--- src/rtl/fft16_pkg.sv ---
// Shared definitions for the 16-point FFT butterfly stages: word packing and
// the bit-reversed butterfly pair table used by stage 1.
package fft16_pkg;

  localparam int DW  = 16;
  localparam int NBF = 8;
  localparam int NS  = 2 * NBF;

  localparam int RE_MSB = 2*DW - 1;
  localparam int RE_LSB = DW;
  localparam int IM_MSB = DW - 1;
  localparam int IM_LSB = 0;

  typedef logic [2*DW-1:0] word_t;
  typedef logic [DW-1:0]   comp_t;

  function automatic comp_t re_of(input word_t w);
    return w[RE_MSB:RE_LSB];
  endfunction

  function automatic comp_t im_of(input word_t w);
    return w[IM_MSB:IM_LSB];
  endfunction

  function automatic word_t pack_word(input comp_t re, input comp_t im);
    return {re, im};
  endfunction

  // First operand of butterfly k in bit-reversed input order
  function automatic logic [3:0] br16_p(input logic [2:0] k);
    logic [3:0] p;
    case (k)
      3'd0:    p = 4'd0;
      3'd1:    p = 4'd4;
      3'd2:    p = 4'd2;
      3'd3:    p = 4'd6;
      3'd4:    p = 4'd1;
      3'd5:    p = 4'd5;
      3'd6:    p = 4'd3;
      default: p = 4'd7;
    endcase
    return p;
  endfunction

  function automatic logic [3:0] br16_q(input logic [2:0] k);
    return br16_p(k) + 4'd8;
  endfunction

endpackage

--- src/rtl/fft16_stage1_bfly_if.sv ---
// Frame bus between loads_data, stage 1 and stage 2: sample inputs, result
// outputs and the frame handshake/status flags.
interface fft16_stage1_bfly_if;
  import fft16_pkg::*;

  logic  rdy_load;
  word_t x [NS];
  word_t y [NS];
  logic  rdy_s1;
  logic  valid_s1;
  logic  busy;
  logic  overrun;

  modport master (
    output rdy_load, x,
    input  y, rdy_s1, valid_s1, busy, overrun
  );

  modport slave (
    input  rdy_load, x,
    output y, rdy_s1, valid_s1, busy, overrun
  );

endinterface

--- src/rtl/fft_bfly_w0.sv ---
// Combinational radix-2 butterfly with twiddle W^0, operands picked by k.
// FFT_STAGE1_SCALE_EN selects halving of each result instead of saturation.
module fft_bfly_w0
  import fft16_pkg::*;
(
  input  word_t      frame_buf [NS],
  input  logic [2:0] k,
  output word_t      sum,
  output word_t      dif
);

  word_t a;
  word_t b;
  logic signed [DW:0] re_sum;
  logic signed [DW:0] re_dif;
  logic signed [DW:0] im_sum;
  logic signed [DW:0] im_dif;

  function automatic comp_t reduce(input logic signed [DW:0] v);
`ifdef FFT_STAGE1_SCALE_EN
    return v[DW:1];
`else
    if (v[DW] != v[DW-1])
      return v[DW] ? {1'b1, {(DW-1){1'b0}}} : {1'b0, {(DW-1){1'b1}}};
    else
      return v[DW-1:0];
`endif
  endfunction

  function automatic logic signed [DW:0] sx(input comp_t c);
    return {c[DW-1], c};
  endfunction

  always_comb begin
    a = frame_buf[br16_p(k)];
    b = frame_buf[br16_q(k)];
    re_sum = sx(re_of(a)) + sx(re_of(b));
    re_dif = sx(re_of(a)) - sx(re_of(b));
    im_sum = sx(im_of(a)) + sx(im_of(b));
    im_dif = sx(im_of(a)) - sx(im_of(b));
    sum = pack_word(reduce(re_sum), reduce(im_sum));
    dif = pack_word(reduce(re_dif), reduce(im_dif));
  end

endmodule

--- src/rtl/fft16_stage1_bfly.sv ---
// Stage 1 of the 16-point DIT FFT: captures a frame on a rdy_load rise and runs
// eight W^0 butterflies, one per cycle. Build option: FFT_STAGE1_SCALE_EN.
//
//  state  | meaning
//  IDLE   | waiting for a rdy_load rise; y holds the last complete frame
//  RUN    | butterfly k written to y[2k], y[2k+1] each cycle
module fft16_stage1_bfly
  import fft16_pkg::*;
(
  input logic               clk,
  input logic               reset_n,
  fft16_stage1_bfly_if.slave bus
);

  localparam logic [0:0] S_IDLE = 1'b0;
  localparam logic [0:0] S_RUN  = 1'b1;

  logic [0:0] state;
  logic [2:0] k;
  logic       rdy_load_q;
  logic       start;
  word_t      frame_buf [NS];
  word_t      y_r [NS];
  word_t      bf_sum;
  word_t      bf_dif;
  logic       rdy_s1_r;
  logic       valid_s1_r;
  logic       busy_r;
  logic       overrun_r;

  assign start = bus.rdy_load & ~rdy_load_q;

  fft_bfly_w0 u_bfly (
    .frame_buf (frame_buf),
    .k         (k),
    .sum       (bf_sum),
    .dif       (bf_dif)
  );

  // Edge register resets high so a level already present at release is not a start
  always_ff @(posedge clk or negedge reset_n) begin
    if (!reset_n) begin
      state      <= S_IDLE;
      k          <= 3'd0;
      rdy_load_q <= 1'b1;
      rdy_s1_r   <= 1'b0;
      valid_s1_r <= 1'b0;
      busy_r     <= 1'b0;
      overrun_r  <= 1'b0;
      for (int i = 0; i < NS; i++) begin
        frame_buf[i] <= '0;
        y_r[i]       <= '0;
      end
    end else begin
      rdy_load_q <= bus.rdy_load;
      rdy_s1_r   <= 1'b0;
      case (state)
        S_IDLE: begin
          if (start) begin
            for (int i = 0; i < NS; i++)
              frame_buf[i] <= bus.x[i];
            busy_r     <= 1'b1;
            valid_s1_r <= 1'b0;
            k          <= 3'd0;
            state      <= S_RUN;
          end
        end
        default: begin
          y_r[{k, 1'b0}] <= bf_sum;
          y_r[{k, 1'b1}] <= bf_dif;
          // A rise during RUN, including the final cycle, is dropped, not queued
          if (start)
            overrun_r <= 1'b1;
          if (k == 3'd7) begin
            rdy_s1_r   <= 1'b1;
            valid_s1_r <= 1'b1;
            busy_r     <= 1'b0;
            k          <= 3'd0;
            state      <= S_IDLE;
          end else begin
            k <= k + 3'd1;
          end
        end
      endcase
    end
  end

  always_comb begin
    for (int i = 0; i < NS; i++)
      bus.y[i] = y_r[i];
    bus.rdy_s1   = rdy_s1_r;
    bus.valid_s1 = valid_s1_r;
    bus.busy     = busy_r;
    bus.overrun  = overrun_r;
  end

endmodule

--- src/flat_wrapper.sv ---
// flat-port wrapper written by rule: the top's interface ports become plain ports
module fft16_stage1_bfly_flat import fft16_pkg::*;
  (clk, reset_n, bus_rdy_load, bus_x, bus_y, bus_rdy_s1, bus_valid_s1, bus_busy, bus_overrun);
  fft16_stage1_bfly_if bus_i ();
  input logic clk;
  input logic reset_n;
  input wire logic [$bits(bus_i.rdy_load)-1:0] bus_rdy_load;
  input wire logic [$bits(bus_i.x)-1:0] bus_x;
  output wire logic [$bits(bus_i.y)-1:0] bus_y;
  output wire logic [$bits(bus_i.rdy_s1)-1:0] bus_rdy_s1;
  output wire logic [$bits(bus_i.valid_s1)-1:0] bus_valid_s1;
  output wire logic [$bits(bus_i.busy)-1:0] bus_busy;
  output wire logic [$bits(bus_i.overrun)-1:0] bus_overrun;
  assign bus_i.rdy_load = bus_rdy_load;
  assign bus_i.x = {>>{bus_x}};
  assign bus_y = {>>{bus_i.y}};
  assign bus_rdy_s1 = bus_i.rdy_s1;
  assign bus_valid_s1 = bus_i.valid_s1;
  assign bus_busy = bus_i.busy;
  assign bus_overrun = bus_i.overrun;
  fft16_stage1_bfly u_core (.clk(clk), .reset_n(reset_n), .bus(bus_i));
endmodule
--- config.mk ---
export PLATFORM = sky130hd
export DESIGN_NAME = fft16_stage1_bfly_flat
export DESIGN_NICKNAME = d
export VERILOG_FILES = /design/src/rtl/fft16_pkg.sv /design/src/rtl/fft16_stage1_bfly_if.sv /design/src/rtl/fft_bfly_w0.sv /design/src/rtl/fft16_stage1_bfly.sv /design/src/flat_wrapper.sv
export SDC_FILE = /design/constraint.sdc
export NUM_CORES = 2
export LEC_CHECK = 0
export BUFFER_PORTS_ARGS = -buffer_cell sky130_fd_sc_hd__buf_2
export CAP_MARGIN = 20
export CORE_MARGIN = 10
export CORE_UTILIZATION = 27
export CTS_BUF_LIST = sky130_fd_sc_hd__clkbuf_4 sky130_fd_sc_hd__clkbuf_8
export DETAILED_ROUTE_END_ITERATION = 6
export HOLD_SLACK_MARGIN = 0.12
export PLACE_DENSITY = 0.51
export SETUP_SLACK_MARGIN = 0.2
export SLEW_MARGIN = 20
export SYNTH_ARGS = -nofsm -noshare
export SYNTH_HDL_FRONTEND = slang
export SYNTH_SLANG_ARGS = --single-unit
export TNS_END_PERCENT = 5
--- constraint.sdc ---
create_clock -name clk -period 11.2 [get_ports clk]
set_input_delay 1.12 -clock clk [delete_from_list [all_inputs] [get_ports clk]]
set_output_delay 1.12 -clock clk [all_outputs]
set_load 0.02 [all_outputs]
==> results.env <==
CELL_WITH_THE_MOST_INSTANCES_AFTER_SYNTHESIS='sky130_fd_sc_hd__nand2_1'
GROUTE.USAGE.OVERALL_PCT=21.8
MOST_AREA_CONSUMING_CELLS_AFTER_SYNTHESIS='sky130_fd_sc_hd__dfrtp_1 57%, sky130_fd_sc_hd__nand2_1 20%, sky130_fd_sc_hd__o21ai_0 4.9%, sky130_fd_sc_hd__clkbuf_1 2.6%, sky130_fd_sc_hd__ha_1 2.0%'
LIBRARY_CELL_WITH_THE_LARGEST_SUMMED_AREA_AFTER_SYNTHESIS='sky130_fd_sc_hd__dfrtp_1'
DRT.ANTENNA.VIOLATING_NETS=0
IO-PIN-COUNT=1031
FLOORPLAN.DIE.WIDTH_UM=430
PLACE.GP.CONGESTION=0.882
ROUTE.FINAL.WIRE_LENGTH_UM=209000
HOLD_FAILS_FINAL_RPT=0
ASYNC_FLOP_SHARE_PCT=100
CTS-RESIZED-GATES=0
DETAIL_ROUTE.WL_PER_CELL_UM=24.7
GRT_PASS1_VIAS=40500
WORST_PATH_MOST_REPEATED_CELL='sky130_fd_sc_hd__nand3_1'
TIMING_WORST_SLEW_PIN_VALUE_PS=1190
DRT_DRC_VIOLATIONS_LEFT=0
CTSHOLDBUFFERS=1
DIE_Y_UM=430
VIAS=40300
FIRST_PASS_ITERS=6
FIRST_ITER_VIOLATIONS=3143
LAYOUT_WORST_PATH_CYCLE_SHARE_PCT=79.2
SYNTH_WARNINGS=0
POST-ROUTE-MIN-PERIOD_PS=8870
POSTSYNTHREGISTERBITS=1033
CLOCK-SINKS=1033
SLOWEST_STAGE='sky130_fd_sc_hd__o41ai_1'
CLOCK_TREE_FROM_TRITONCTS='built'
CRITICAL_PATH_REQUIRED_PS=11940
VIAS_PER_CELL=4.76
SYNTH.YOSYS.SEQ_AREA_SHARE_PCT=57.1
POST_SYNTH.CELL_AREA_AVG_UM2=8.75
POST_SYNTH_NUM_CELL_TYPES=78
WORST_CLOCK_SKEW_PS=85.8
COUNT_OF_NETS_AFTER_FINISHING=6694
ROW_COUNT=150
CTS-ROOT-TO-SINK-BUFFERS=3
FLOORPLAN.CORE_AREA_UM2=167000
SYN-NUM-NETS=5773
DETAILEDPLACEMENTHPWL_UM=157000
HOLD_PATH_CLASS='input pin to flip-flop'
INSERTION_DELAY_OF_THE_LATER_CLOCKED_PIN_IN_THE_WORST_SKEW_PAIR_PS=960
CTS-ROOT-BUF='sky130_fd_sc_hd__clkbuf_8'
CAP_VIOL_MAX_COUNT=0
HIGHEST_ATTAINABLE_CLOCK_FREQUENCY_GHz=0.113
FRACTION_OF_FINAL_LAYOUT_CELLS_WITH_DRIVE_STRENGTH_GREATER_THAN_1_PCT=24.1
PORT_BUFFERS=1030
POST-CTS-SETUP-BUFFER-COUNT=0
WORST_EP_ARRIVAL_TIME_PS=9620
CTS-BUFFERS-INSERTED=184
MAX-SLEW-MARGIN-REL_PCT=20.1
MAXIMUM_NUMBER_OF_PINS_ON_ONE_NET_BEFORE_GLOBAL_ROUTE_REPAIR=194
SYNTH_ENABLE_FLOP_CELLS=0
GRT_SETUP_UNREPAIRED='no'
CP-START-KIND='flip-flop'
SYN_AREA_UM2=45300
FP.DIEAREA_UM2=185000
FINAL-SETUP-VIOL-COUNT=0
END_KIND='flip-flop'
NUM-FILL-CELLS=17800
AREAGROWTHSYNTHTOFINISH_PCT=25.5
GRT_ANTENNA_BEFORE_REPAIR=18
RESULT_OF_THE_RUN='completed'
NETLIST_INSTANCES=5180
WORST-PATH-MAX-FANOUT=41
GRT_PASS1_WL_UM=297000
WORSTSETUPPATHTYPE='flip-flop to flip-flop'
FRACTION_OF_SYNTHESIZED_CELL_AREA_TAKEN_BY_THE_TOP_AREA_CELL_TYPE_PCT=57.0
SYNTH.CELLS.MOST_FREQUENT='2,374 x sky130_fd_sc_hd__nand2_1, 1,032 x sky130_fd_sc_hd__dfrtp_1, 445 x sky130_fd_sc_hd__o21ai_0'
SLOWEST_DELAY_PS=780
INITIAL_CORE_UTIL_PCT=27.1
SYNTH_FF_TYPE='sky130_fd_sc_hd__dfrtp_1'
SLEW_VIOLATIONS=0
PATH_CLK_SLEW_PS=60
SETUP.REG_TO_REG.WORST_SLACK_PS=2330
GLOBAL_ROUTE.OVERFLOW_TOTAL=0
CTS_HTREE_LEVELS=4
FINALSETUPTNS_PS=0
## final timing paths
check	start	to	depth (start not counted)
worst max-delay path	u_core.k[1]$_DFFE_PN0P_	u_core.bus.y[339]$_DFFE_PN0P_	26
max in group asynchronous	reset_n	u_core.frame_buf[382]$_DFFE_PN0P_	4
min in group asynchronous	reset_n	u_core.bus.y[290]$_DFFE_PN0P_	2
worst min-delay path	bus_rdy_load	u_core.rdy_load_q$_DFF_PN1_	1
worst max register to register	u_core.k[1]$_DFFE_PN0P_	u_core.bus.y[339]$_DFFE_PN0P_	26
worst min register to register	u_core.bus.overrun$_DFFE_PN0P_	u_core.bus.overrun$_DFFE_PN0P_	1
## cells in the final DEF (no fill, tap or decap), drive strengths merged, types with 53 or more instances in the layout
cell type     n
nand2      2374
buf        1086
dfrtp      1032
o21ai       575
clkbuf      288
nand3       113
inv          79
a21oi        77
ha           74
nor2         53
## flip-flops by register name (all words and copies together), names as in the netlist
signal / count
u_core.bus.overrun: 1
u_core.frame_buf: 512
u_core.bus.rdy_s1: 1
u_core.rdy_load_q: 1
u_core.k: 3
u_core.bus.y: 512
u_core.bus.busy: 1
u_core.bus.valid_s1: 1
u_core.state: 1
## area by class of cell
cell class / instances / area (µm²) / share of cell area (%)
inverter: 70 / 263 / 0.462
tap: 2204 / 2760 / 4.85
antenna: 10 / 25.0 / 0.0440
clock buffer: 288 / 3660 / 6.43
timing repair buffer: 1087 / 5740 / 10.1
sequential: 1033 / 25900 / 45.5
multi-input combinational: 3725 / 18000 / 31.7
clock inverter: 38 / 522 / 0.918
## stage by stage
| step | setup slack, ps | std cells | area [µm²] | hold WS, ps | utilization (%) |
|---|---|---|---|---|---|
| floorplan | 4750 | 5180 | 45300 | 437 | - |
| global placement | 2400 | 8118 | 52600 | 440 | 31.5 |
| detailed placement | 2380 | 8118 | 52600 | 447 | 31.5 |
| CTS | 2250 | 8445 | 56800 | 192 | 34.0 |
| global route | 1620 | 8450 | 56800 | 230 | 34.0 |
| finish | 2330 | 8455 | 56800 | 320 | 34.0 |
## layer usage
metal  GRT usage, %  wire length [µm]  up-vias
li1               -                 -    18900
met1           27.7             89100    19600
met2           35.3             96700     1459
met3           4.85             12600      323
met4           10.1             10200       10
met5              0                52        -
## logic make-up after synthesis
kind of cell               Yosys count  share of synthesized area (%)
adders and majority gates           82                           2.31
muxes                               25                          0.555
DFF                               1033                           57.1
and+or+nand+nor                   2639                           22.7
buffers and inverters              422                           3.56
xor gates and xnor gates            46                          0.889
AOI/OAI and AO/OA                  933                           12.9
## critical path, delay by kind of cell, from the launching register on
kind                       cells  cell delay (ps)
buffers and inverters          4             1200
AOI/OAI and AO/OA             11             3570
DFF                            1              580
xor gates and xnor gates       1              140
and+or+nand+nor                7             1590
adders and majority gates      3             1510
Power is not shown: default switching activity piles up to over one toggle a cycle in this logic, so the estimate is an artifact.
